File: config.mk
export PLATFORM = sky130hd
export DESIGN_NAME = ref_row_packer_flat
export DESIGN_NICKNAME = d
export VERILOG_FILES = /design/src/rtl/ref_row_packer_pkg.sv /design/src/rtl/ref_row_packer_if.sv /design/src/rtl/ref_row_lane_mux.sv /design/src/rtl/ref_row_packer.sv /design/src/flat_wrapper.sv
export SDC_FILE = /design/constraint.sdc
export NUM_CORES = 1
export LEC_CHECK = 0
export ABC_CLOCK_PERIOD_IN_PS = 2400
export BUFFER_PORTS_ARGS = -buffer_cell sky130_fd_sc_hd__buf_2
export CORE_MARGIN = 8
export CORE_UTILIZATION = 58
export DETAILED_ROUTE_END_ITERATION = 12
export PLACE_DENSITY = 0.91
export SYNTH_ARGS = -nofsm -noshare
export SYNTH_HDL_FRONTEND = slang
export SYNTH_SLANG_ARGS = --single-unit
File: constraint.sdc
create_clock -name clk_i -period 2.4 [get_ports clk_i]
set_input_delay 0.24 -clock clk_i [delete_from_list [all_inputs] [get_ports clk_i]]
set_output_delay 0.24 -clock clk_i [all_outputs]
set_load 0.02 [all_outputs]
File: src/rtl/ref_row_packer_pkg.sv
// Shared motion-estimation definitions for the reference row packer: pixel and row
// geometry, the packer state encoding and the lane index type.
package ref_row_packer_pkg;

    localparam int PIX_W   = 8;
    localparam int ROW_PIX = 23;
    localparam int ROW_W   = ROW_PIX * PIX_W;
    localparam int IN_W    = 8 * PIX_W;
    localparam int LANES   = 3;

    typedef enum logic [1:0] {
        IDLE = 2'd0,
        FILL = 2'd1,
        DONE = 2'd2
    } state_t;

    typedef logic [1:0] lane_t;

endpackage

File: src/rtl/ref_row_packer_if.sv
// Handshake and row bus of the reference row packer. err_o exists only when
// REF_PACK_ERR_EN is defined.
interface ref_row_packer_if;
    import ref_row_packer_pkg::*;

    logic             start_i;
    logic [IN_W-1:0]  in_data_i;
    logic             in_valid_i;
    logic             in_ready_o;
    logic [ROW_W-1:0] row_o;
    logic             row_valid_o;
    logic             busy_o;
    logic             done_o;
`ifdef REF_PACK_ERR_EN
    logic             err_o;
`endif

    modport master (
`ifdef REF_PACK_ERR_EN
        input  err_o,
`endif
        output start_i, in_data_i, in_valid_i,
        input  in_ready_o, row_o, row_valid_o, busy_o, done_o
    );

    modport slave (
`ifdef REF_PACK_ERR_EN
        output err_o,
`endif
        input  start_i, in_data_i, in_valid_i,
        output in_ready_o, row_o, row_valid_o, busy_o, done_o
    );

endinterface

File: src/rtl/ref_row_lane_mux.sv
// Decodes the word counter into one write enable per assembly-register lane.
module ref_row_lane_mux
    import ref_row_packer_pkg::*;
(
    input  lane_t            wcnt,
    input  logic             wr_en,
    output logic [LANES-1:0] lane_we
);

    genvar gi;
    generate
        for (gi = 0; gi < LANES; gi++) begin : g_lane
            assign lane_we[gi] = wr_en && (wcnt == lane_t'(gi));
        end
    endgenerate

endmodule

File: src/rtl/ref_row_packer.sv
// Packs three 64-bit reference words into one 23-pixel search-window row, ROWS rows
// per window. Optional sticky protocol error flag under REF_PACK_ERR_EN.
module ref_row_packer
    import ref_row_packer_pkg::*;
#(
    parameter int ROWS = 23
) (
    input  logic              clk_i,
    input  logic              rst_i,
    ref_row_packer_if.slave   bus
);

    localparam int RCW = (ROWS > 1) ? $clog2(ROWS) : 1;

    state_t           state_reg, state_next;
    lane_t            wcnt_reg, wcnt_next;
    logic [RCW-1:0]   rcnt_reg, rcnt_next;
    logic [ROW_W-1:0] row_reg;
    logic             row_valid_reg;
    logic             done_reg;
    logic [LANES-1:0] lane_we;
    logic             xfer;
    logic             row_done;

    assign xfer     = bus.in_valid_i && (state_reg == FILL);
    assign row_done = lane_we[LANES-1];

    ref_row_lane_mux u_lane_mux (
        .wcnt    (wcnt_reg),
        .wr_en   (xfer),
        .lane_we (lane_we)
    );

    // The last lane is never stored: it is taken straight from the input word.
    genvar gi;
    generate
        for (gi = 0; gi < LANES - 1; gi++) begin : g_asm
            logic [IN_W-1:0] lane_reg;
            always_ff @(posedge clk_i) begin
                if (!rst_i) begin
                    lane_reg <= '0;
                end else if (lane_we[gi]) begin
                    lane_reg <= bus.in_data_i;
                end
            end
        end
    endgenerate

    always_comb begin
        state_next = state_reg;
        wcnt_next  = wcnt_reg;
        rcnt_next  = rcnt_reg;
        case (state_reg)
            IDLE: begin
                if (bus.start_i) begin
                    state_next = FILL;
                    wcnt_next  = '0;
                    rcnt_next  = '0;
                end
            end
            FILL: begin
                if (xfer) begin
                    if (row_done) begin
                        wcnt_next = '0;
                        if (rcnt_reg == RCW'(ROWS - 1)) begin
                            state_next = DONE;
                        end else begin
                            rcnt_next = rcnt_reg + 1'b1;
                        end
                    end else begin
                        wcnt_next = wcnt_reg + 1'b1;
                    end
                end
            end
            DONE:    state_next = IDLE;
            default: state_next = IDLE;
        endcase
    end

    // done_o trails the DONE state by one cycle so it never coincides with the last row.
    always_ff @(posedge clk_i) begin
        if (!rst_i) begin
            state_reg     <= IDLE;
            wcnt_reg      <= '0;
            rcnt_reg      <= '0;
            row_reg       <= '0;
            row_valid_reg <= 1'b0;
            done_reg      <= 1'b0;
        end else begin
            state_reg     <= state_next;
            wcnt_reg      <= wcnt_next;
            rcnt_reg      <= rcnt_next;
            row_valid_reg <= row_done;
            done_reg      <= (state_reg == DONE);
            if (row_done) begin
                row_reg <= {bus.in_data_i[ROW_W-2*IN_W-1:0], g_asm[1].lane_reg, g_asm[0].lane_reg};
            end
        end
    end

`ifdef REF_PACK_ERR_EN
    logic err_reg;

    always_ff @(posedge clk_i) begin
        if (!rst_i) begin
            err_reg <= 1'b0;
        end else if ((bus.start_i && state_reg != IDLE) ||
                     (bus.in_valid_i && state_reg != FILL)) begin
            err_reg <= 1'b1;
        end
    end

    assign bus.err_o = err_reg;
`endif

    assign bus.in_ready_o  = (state_reg == FILL);
    assign bus.busy_o      = (state_reg != IDLE);
    assign bus.row_o       = row_reg;
    assign bus.row_valid_o = row_valid_reg;
    assign bus.done_o      = done_reg;

endmodule

File: src/flat_wrapper.sv
// flat-port wrapper written by rule: the top's interface ports become plain ports
module ref_row_packer_flat import ref_row_packer_pkg::*;
#(
    parameter int ROWS = 23
)
  (clk_i, rst_i, bus_start_i, bus_in_data_i, bus_in_valid_i, bus_in_ready_o, bus_row_o, bus_row_valid_o, bus_busy_o, bus_done_o);
  ref_row_packer_if bus_i ();
  input  logic clk_i;
  input  logic rst_i;
  input wire logic [$bits(bus_i.start_i)-1:0] bus_start_i;
  input wire logic [$bits(bus_i.in_data_i)-1:0] bus_in_data_i;
  input wire logic [$bits(bus_i.in_valid_i)-1:0] bus_in_valid_i;
  output wire logic [$bits(bus_i.in_ready_o)-1:0] bus_in_ready_o;
  output wire logic [$bits(bus_i.row_o)-1:0] bus_row_o;
  output wire logic [$bits(bus_i.row_valid_o)-1:0] bus_row_valid_o;
  output wire logic [$bits(bus_i.busy_o)-1:0] bus_busy_o;
  output wire logic [$bits(bus_i.done_o)-1:0] bus_done_o;
  assign bus_i.start_i = bus_start_i;
  assign bus_i.in_data_i = bus_in_data_i;
  assign bus_i.in_valid_i = bus_in_valid_i;
  assign bus_in_ready_o = bus_i.in_ready_o;
  assign bus_row_o = bus_i.row_o;
  assign bus_row_valid_o = bus_i.row_valid_o;
  assign bus_busy_o = bus_i.busy_o;
  assign bus_done_o = bus_i.done_o;
  ref_row_packer #(.ROWS(ROWS)) u_core (.clk_i(clk_i), .rst_i(rst_i), .bus(bus_i));
endmodule
After elaboration in Yosys (flattened, before gate mapping)
Index checks and enable logic that the tools add are counted.
{"block": "totals", "ff_bits": 323, "input_bits": 68}
{"block": "classes", "mux": 14, "eq_ne": 10, "n_addsub": 2, "n_reduce_logical": 11}
{"op": "5-bit two-way mux", "n": 4}
{"op": "2-bit two-way mux", "n": 7}
{"op": "5-bit one-hot mux with 2 select lines", "n": 1}
{"op": "2-bit one-hot mux with 2 select lines", "n": 2}
{"op": "2-bit by 1-bit inequality test with 1-bit output (second input constant)", "n": 3}
{"op": "5-bit by 1-bit adder with 5-bit output (second input constant)", "n": 1}
{"op": "5-bit == test (second input constant)", "n": 1}
{"op": "5-bit AND reduction", "n": 1}
{"op": "2-bit by 1-bit == test with 1-bit output (second input constant)", "n": 2}
{"op": "2-bit == test (second input constant)", "n": 2}
{"op": "1-bit logical AND", "n": 4}
{"op": "2-bit logical NOT", "n": 2}
{"op": "2-bit inequality test (second input constant)", "n": 2}
{"op": "4-bit AND reduction", "n": 1}
{"op": "2-bit nonzero test", "n": 2}
{"op": "3-bit AND reduction", "n": 1}
{"op": "2-bit by 1-bit adder with 2-bit output (second input constant)", "n": 1}

Depth between registers and ports, before layout
Gate-level depths: netlist (run 1).
{"block": "logic_depth", "word_depth": 6, "ltp_mapped": 8, "mapped_depth_nobuf": 6}

By module
A second synthesis (run 1) with hierarchy kept.
{"block": "hier_totals", "cells_unflattened": 1073, "area_unflattened_um2": 11504.8}
{"mod": "ref_row_packer", "area_per_inst_um2": 11474.8, "seq_area_each_um2": 6466.2, "cells_each": 1070, "n_inst": 1}
{"mod": "ref_row_lane_mux", "area_per_inst_um2": 30.0, "seq_area_each_um2": 0.0, "cells_each": 3, "n_inst": 1}

Worst setup path before layout (run 1)
OpenSTA, ideal clock, no wires.
{"block": "synth_timing", "kind": "reg2reg", "from": "register u_core.state_reg[0]", "to": "register u_core.row_reg[0] (netlist: u_core.bus.row_o[0])", "n_path_buf": 4, "arrival_time_ns": 1.493, "stages_incl_launch_ff": 9, "setup_ns": 0.116, "slack_ns": 0.791, "cell_sequence": "dfxtp_1 > buf_4 > nand2_4 > or4b_1 > clkbuf_1 > buf_6 > buf_6 > nand2_1 > a21boi_1"}
{"block": "synth_between", "elab_chain_len": 3}
{"element": "from (decl)", "line_no": "ref_row_packer.sv:15", "rtl": "state_t state_reg, state_next;"}
{"element": "from (signal assigned)", "line_no": "ref_row_packer.sv:90", "rtl": "state_reg <= state_next;"}
{"element": "2-bit by 1-bit == test with 1-bit output", "line_no": "ref_row_packer.sv:25", "rtl": "assign xfer = bus.in_valid_i && (state_reg == FILL);"}
{"element": "1-bit logical AND", "line_no": "ref_row_packer.sv:25"}
{"element": "1-bit logical AND", "line_no": "ref_row_lane_mux.sv:13", "rtl": "assign lane_we[gi] = wr_en && (wcnt == lane_t'(gi));"}
{"element": "to (signal assigned)", "line_no": "ref_row_packer.sv:96", "rtl": "row_reg <= {bus.in_data_i[ROW_W-2*IN_W-1:0], g_asm[1].lane_reg, g_asm[0].lane_reg};"}
{"element": "to (decl)", "line_no": "ref_row_packer.sv:18", "rtl": "logic [ROW_W-1:0] row_reg;"}
Every way passes these cells.
A chain may end at the register's enable or synchronous reset.

Final worst setup path (run 1)
{"block": "layout_timing", "from": "register u_core.state_reg[1]", "to": "register u_core.g_asm[1].lane_reg[23]"}
{"block": "layout_between", "elab_chain_len": 3}
{"element": "2-bit by 1-bit == test with 1-bit output", "line_no": "ref_row_packer.sv:25"}
{"element": "1-bit logical AND", "line_no": "ref_row_packer.sv:25"}
{"element": "1-bit logical AND", "line_no": "ref_row_lane_mux.sv:13"}
{"element": "to (signal assigned)", "line_no": "ref_row_packer.sv:43", "rtl": "lane_reg <= bus.in_data_i;"}
{"element": "to (decl)", "line_no": "ref_row_packer.sv:38", "rtl": "logic [IN_W-1:0] lane_reg;"}
Every way passes these cells.

==> results of run 1 <==
==> how the worst min path moves through the flow <==
stage	from	end	depth (start not counted)
2_1_floorplan	bus_in_data_i[10]	u_core.g_asm[0].lane_reg[10]$_SDFFE_PN0P_	2
3_3_place_gp	u_core.g_asm[1].lane_reg[6]$_SDFFE_PN0P_	u_core.bus.row_o[70]$_SDFFE_PN0P_	2
4_1_cts	bus_in_data_i[19]	u_core.g_asm[0].lane_reg[19]$_SDFFE_PN0P_	3
6_report	bus_in_data_i[19]	u_core.g_asm[0].lane_reg[19]$_SDFFE_PN0P_	3
3_5_place_dp	u_core.bus.row_o[171]$_SDFFE_PN0P_	u_core.bus.row_o[171]$_SDFFE_PN0P_	2
5_1_grt	bus_in_data_i[7]	u_core.g_asm[0].lane_reg[7]$_SDFFE_PN0P_	3
==> critical path, cell delays in order (launching register included) <==
cell      delay (ns)
dfxtp_1         0.61
nand2b_1        0.26
or3_2           0.14
buf_4           0.57
nand2_1         0.13
a21boi_0        0.23
==> synthesized netlist by cell type, drive strengths merged, types with 2 or more instances <==
library cell    n  area share (%)
xnor2           2            0.15
o21ai           2           0.083
a21oi           5            0.21
a31oi           2            0.10
ha              2            0.21
a21boi        312              19
nor2            5            0.16
buf            45             2.8
nand2b          5            0.26
nand2         627              20
dfxtp         323              54
clkbuf         61             1.9
==> area by class of cell <==
| cell class | count | area (sq um) | area share (%) |
|---|---|---|---|
| Tap cell | 275 | 344 | 2.31 |
| Multi-Input combinational cell | 984 | 5060 | 34.0 |
| Sequential cell | 323 | 6470 | 43.4 |
| Clock buffer | 47 | 993 | 6.67 |
| Clock inverter | 14 | 150 | 1.01 |
| Antenna cell | 1 | 2.50 | 0.0168 |
| Timing Repair Buffer | 309 | 1870 | 12.5 |
| Inverter | 1 | 3.75 | 0.0252 |
==> repair_timing <==
item / CTS / global route
hold endpoints to repair: 79 / 0
resized for setup: 0 / 0
hold buffers: 41 / 0
==> report_power, final <==
part,internal [uW],switching [uW]
Clock,3230,2080
Sequential,5430,45.4
Combinational,236,288
Total,8900,2410
==> per-layer routing <==
layer  global-route usage [%]  vias up
met1                     27.0     4911
met5                        0        -
met3                     6.73       82
li1                         -     5025
met2                     39.2      318
met4                     9.39        4
==> cell families (layout without fill, tap and decap cells) <==
logic type | after synthesis | in the layout
other cells | 0 | 1
simple gates | 653 | 653
compound gates | 326 | 326
flops | 323 | 323
buf+inv | 107 | 371
mux | 1 | 1
fa+ha+maj | 2 | 2
xor+xnor | 2 | 2
==> per-stage QoR <==
stage / hold slack, ns / setup WS [ns]
6_report: 0.0206 / 0.339
3_5_place_dp: 0.442 / 0.331
5_1_grt: 0.00366 / 0.105
3_3_place_gp: 0.434 / 0.470
2_1_floorplan: 0.375 / 0.791
4_1_cts: 0.000162 / 0.337
==> qor.yml, run 1 <==
highest_layer: "met5"
route.met2.wl_um: 15000
synth_compound_area_share_pct: 20.1
synth-adder-area-share_pct: 0.207
synthCells: 1414
synth_top_family_by_area: "simple AND/OR/NAND/NOR gates"
nets: 1723
dieArea_sq_um: 25700
clk_latency_ns: 0.50
cts_buffers: 34
grt_max_degree: 111
grt_first_pass_wirelength_um: 50300
skew_ns: 0.0164
muxShareOfSynthArea_pct: 0.0829
die_h_um: 160
final_util_pct: 71.7
fmax_mhz: 485
tightest_slew_ns: 0.741
h-tree-depth: 2
antenna_found_initial: 3
yosysWarnings: 0
path_class: "reg2reg"
synth_area_sq_um: 12100
overflow: 0
setup_viol: 0
wl_met1_um: 12700
final_cell_mix: "nand2_1 (626), dfxtp_1 (323), a21boi_1 (257)"
place_area_sq_um: 13300
rsz0062_at_grt: "false"
fp.dieW_um: 160
p_total_uw: 11300
reg2reg_depth: 5
core_sq_um: 20800
port-buffer-count: 255
worstReg2RegEnd: "u_core.g_asm[1].lane_reg[23]$_SDFFE_PN0P_"
seq_area_frac_synth_pct: 53.5
yosys.area_share.simple_pct: 21.2
clock-root-buffer: "clkbuf_16"
synth_seq_cells: 323
final_common_cell: "nand2_1"
ir_drop_v: 0.000550
postSynthAreaPerCell_sq_um: 8.54
outcome: "complete, no violations"
cts_sinks: 323
gp_congestion: 0.784
instances_no_fill: 1954
cts_tree: "yes"
hold_viol: 0
p_per_area_nw_per_um2: 759
largest_reg_flops: 184
ant_nets: 0
timing.rr.start: "u_core.state_reg[1]$_SDFFE_PN0P_"
start_kind: "flip-flop"
synthArstFlopShare_pct: 0
period_needed_ns: 2.06
wl_met3_um: 2210
synthToLayoutAreaGrowth_pct: 23.2
clkTransAtPathRegs_ns: 0.06
hpwl_um: 19200
post-route-drc-count: 0
n_fill_cell: 1541
relSlewSlack_pct: 50.6
syn_nets: 1484
num_rows: 53
max-cap-violations: 0
viasPerCell: 5.29
path_max_fanout: 64
critPathCaptureType: "flip-flop"
wl_per_cell_um: 15.8
synth-edff-count: 0
rrSetupSlack_ns: 0.34
slew_viol_final: 0
worstPathRequired_ns: 2.81
synth-xor-area-share_pct: 0.145
via_count: 10300
grt_use_total_pct: 23.1
crit_end: "u_core.g_asm[1].lane_reg[23]$_SDFFE_PN0P_"
drt_iter0_drc: 743
arrival_ns: 2.47
p_leak_uw: 0.00591
hp-class: "in2reg"
wl_um: 30900
synthDistinctLibCells: 39
grt_pass1_vias: 10000
drtPass1Iterations: 5
design_area_sq_um: 14900
setup_tns_ns: 0
drive_above_1_share_pct: 19.7
synthFlopType: "dfxtp_1"
crit_path_start: "u_core.state_reg[1]$_SDFFE_PN0P_"
pin_count: 256
clockBufferDepth: 3
start_util_pct: 58.2
finalCritPeriodShare_pct: 85.9
cts_setup_buffers: 0
placedCellCount: 1851
Power figures use the tool's default switching activity.
==> run 2: changes to the inputs <==
SETUP_SLACK_MARGIN = 0.4   (was not set)
==> run 2 against run 1 <==
Against the previous run:
- total power is essentially flat
- utilization increased by 0.090 points
- clock power barely moved
- flip-flop and latch count did not move
- cell count is essentially flat
- critical path type unchanged
==> qor.yml, run 2 (same netlist as run 1, synthesis figures left out) <==
crit_chain: "nand2_4, or4b_4, buf_12, nand2_1, a21boi_1"  # was nand2b_1, or3_2, buf_4, nand2_1, a21boi_0
start_util_pct: 58.2  # unchanged
critical_path.max_stage_delay_ns: 0.70  # was 0.61 ns
skew_ns: 0.0153  # was 0.0164 ns
crit_family: "simple AND/OR/NAND/NOR gates"  # was flip-flops
critPathCaptureType: "flip-flop"  # unchanged
slew_viol_final: 0  # unchanged
hpwl_um: 19200  # unchanged
drt_iter0_drc: 733  # was 743
pin_count: 256  # unchanged
synthToLayoutAreaGrowth_pct: 23.4  # was 23.2%
register_area_sq_um: 6470  # about the same
ant_nets: 0  # unchanged
cts_buffers: 34  # unchanged
p_leak_uw: 0.00592  # was 0.00591 uW
relSlewSlack_pct: 50.6  # about the same
setup_tns_ns: 0  # unchanged
fp.dieW_um: 160  # unchanged
multi_input_area_sq_um: 5070  # was 5060 sq um
fmax_mhz: 526  # was 485 MHz
cts_sinks: 323  # unchanged
hold_viol: 0  # unchanged
instances_no_fill: 1955  # was 1954
clk_latency_ns: 0.50  # about the same
arrival_ns: 2.28  # was 2.47 ns
rrSetupSlack_ns: 0.50  # was 0.34 ns
worstPathRequired_ns: 2.78  # was 2.81 ns
timing.rr.start: "u_core.state_reg[0]$_SDFFE_PN0P_"  # was u_core.state_reg[1]$_SDFFE_PN0P_
dieArea_sq_um: 25700  # unchanged
place_ws_ns: 0.331  # unchanged
viasPerCell: 5.34  # was 5.29
largest_reg_flops: 184  # unchanged
hold_depth: 3  # unchanged
grt_first_pass_wirelength_um: 50300  # unchanged
grt_pass1_vias: 10000  # unchanged
clockBufferDepth: 3  # unchanged
antenna_found_initial: 4  # was 3
rsz0062_at_grt: "false"  # unchanged
p_total_uw: 11300  # about the same
core_sq_um: 20800  # unchanged
num_rows: 53  # unchanged
wl_per_cell_um: 16.0  # was 15.8 um
final_common_cell: "nand2_1"  # unchanged
wl_um: 31300  # was 30900 um
worstReg2RegEnd: "u_core.bus.row_o[91]$_SDFFE_PN0P_"  # was u_core.g_asm[1].lane_reg[23]$_SDFFE_PN0P_
cts_tree: "yes"  # unchanged
setup_viol: 0  # unchanged
min_to: "u_core.g_asm[0].lane_reg[19]$_SDFFE_PN0P_"  # unchanged
die_h_um: 160  # unchanged
finalCritPeriodShare_pct: 79.3  # was 85.9%
p_per_area_nw_per_um2: 759  # about the same
start_kind: "flip-flop"  # unchanged
h-tree-depth: 2  # unchanged
reg2reg_depth: 5  # unchanged
ir_drop_v: 0.000550  # about the same
drive_above_1_share_pct: 20.0  # was 19.7%
port-buffer-count: 255  # unchanged
crit_slowest_cell: "or4b_4"  # was dfxtp_1
path_max_fanout: 82  # was 64
post-route-drc-count: 0  # unchanged
grt_use_total_pct: 23.1  # unchanged
final_cell_mix: "nand2_1 (626), dfxtp_1 (319), a21boi_1 (257)"  # was nand2_1 (626), dfxtp_1 (323), a21boi_1 (257)
fin_worst_hold_slack_ns: 0.0200  # was 0.0206 ns
drtPass1Iterations: 6  # was 5
gp_congestion: 0.784  # unchanged
min_from: "bus_in_data_i[19]"  # unchanged
overflow: 0  # unchanged
layout_setup_ws_ns: 0.498  # was 0.339 ns
nets: 1724  # was 1723
outcome: "complete, no violations"  # unchanged
hp-class: "in2reg"  # unchanged
max-cap-violations: 0  # unchanged
path_class: "reg2reg"  # unchanged
cp_num_buf_inv: 1  # unchanged
clkTransAtPathRegs_ns: 0.06  # about the same
via_count: 10400  # was 10300
clock-root-buffer: "clkbuf_16"  # unchanged
n_fill_cell: 1537  # was 1541
grt_max_degree: 111  # unchanged
period_needed_ns: 1.90  # was 2.06 ns
tightest_slew_ns: 0.741  # about the same
placedCellCount: 1851  # unchanged
worstSetupPathDepth: 5  # unchanged
==> run 2: worst max path at each step <==
stage / start / endpoint / slack (ns)
final: u_core.state_reg[0]$_SDFFE_PN0P_ / u_core.bus.row_o[91]$_SDFFE_PN0P_ / 0.50
after global routing: u_core.state_reg[1]$_SDFFE_PN0P_ / u_core.g_asm[1].lane_reg[23]$_SDFFE_PN0P_ / 0.42
after CTS: u_core.state_reg[0]$_SDFFE_PN0P_ / u_core.bus.row_o[91]$_SDFFE_PN0P_ / 0.44
after detailed placement: u_core.state_reg[1]$_SDFFE_PN0P_ / u_core.g_asm[1].lane_reg[48]$_SDFFE_PN0P_ / 0.33
after global placement: u_core.state_reg[1]$_SDFFE_PN0P_ / u_core.g_asm[1].lane_reg[50]$_SDFFE_PN0P_ / 0.47
after floorplan: u_core.state_reg[0]$_SDFFE_PN0P_ / u_core.bus.row_o[0]$_SDFFE_PN0P_ / 0.79
==> run 2: what timing repair did <==
action	in CTS	in global routing
hold buffers	41	0
gates resized for setup	1	4
gates cloned	0	1
endpoints found under the setup margin	3	159
pin swaps	0	1
setup buffers	0	0
endpoints found under the hold margin	79	0
==> run 2: layer usage <==
metal  share of wire, %  GRT usage (%)  vias to the layer above
li1                   -              -                     5036
met4                3.3           9.39                        6
met2                 48           39.2                      333
met5               0.13              0                        -
met1                 40           27.0                     4971
met3                7.6           6.73                       88
==> run 2: area by class of cell <==
type                       instances  share of cell area [%]
tap                              275                    2.31
multi-input combinational        985                    34.0
inverter                           1                  0.0252
timing repair buffer             309                    12.5
clock buffer                      47                    6.66
sequential                       323                    43.4
antenna                            1                  0.0168
clock inverter                    14                    1.01
==> run 2: through the flow <==
step,utilization (%),area (sq um)
2_1_floorplan,-,12100
3_3_place_gp,64.2,13300
3_5_place_dp,64.2,13300
4_1_cts,71.7,14900
5_1_grt,71.8,14900
6_report,71.8,14900
==> run 2: worst reg2reg max path: cells and delay by family (launching register included) <==
family / cells / cell delay (ns)
flops: 1 / 0.41
simple gates: 3 / 1.06
compound gates: 1 / 0.08
buf+inv: 1 / 0.25
==> run 2: where the power goes <==
group	switching [uW]	leakage, uW	internal, uW
sequential	47.8	0.00261	5440
clock	2070	0.000564	3230
combinational	290	0.00274	236
total	2410	0.00592	8900
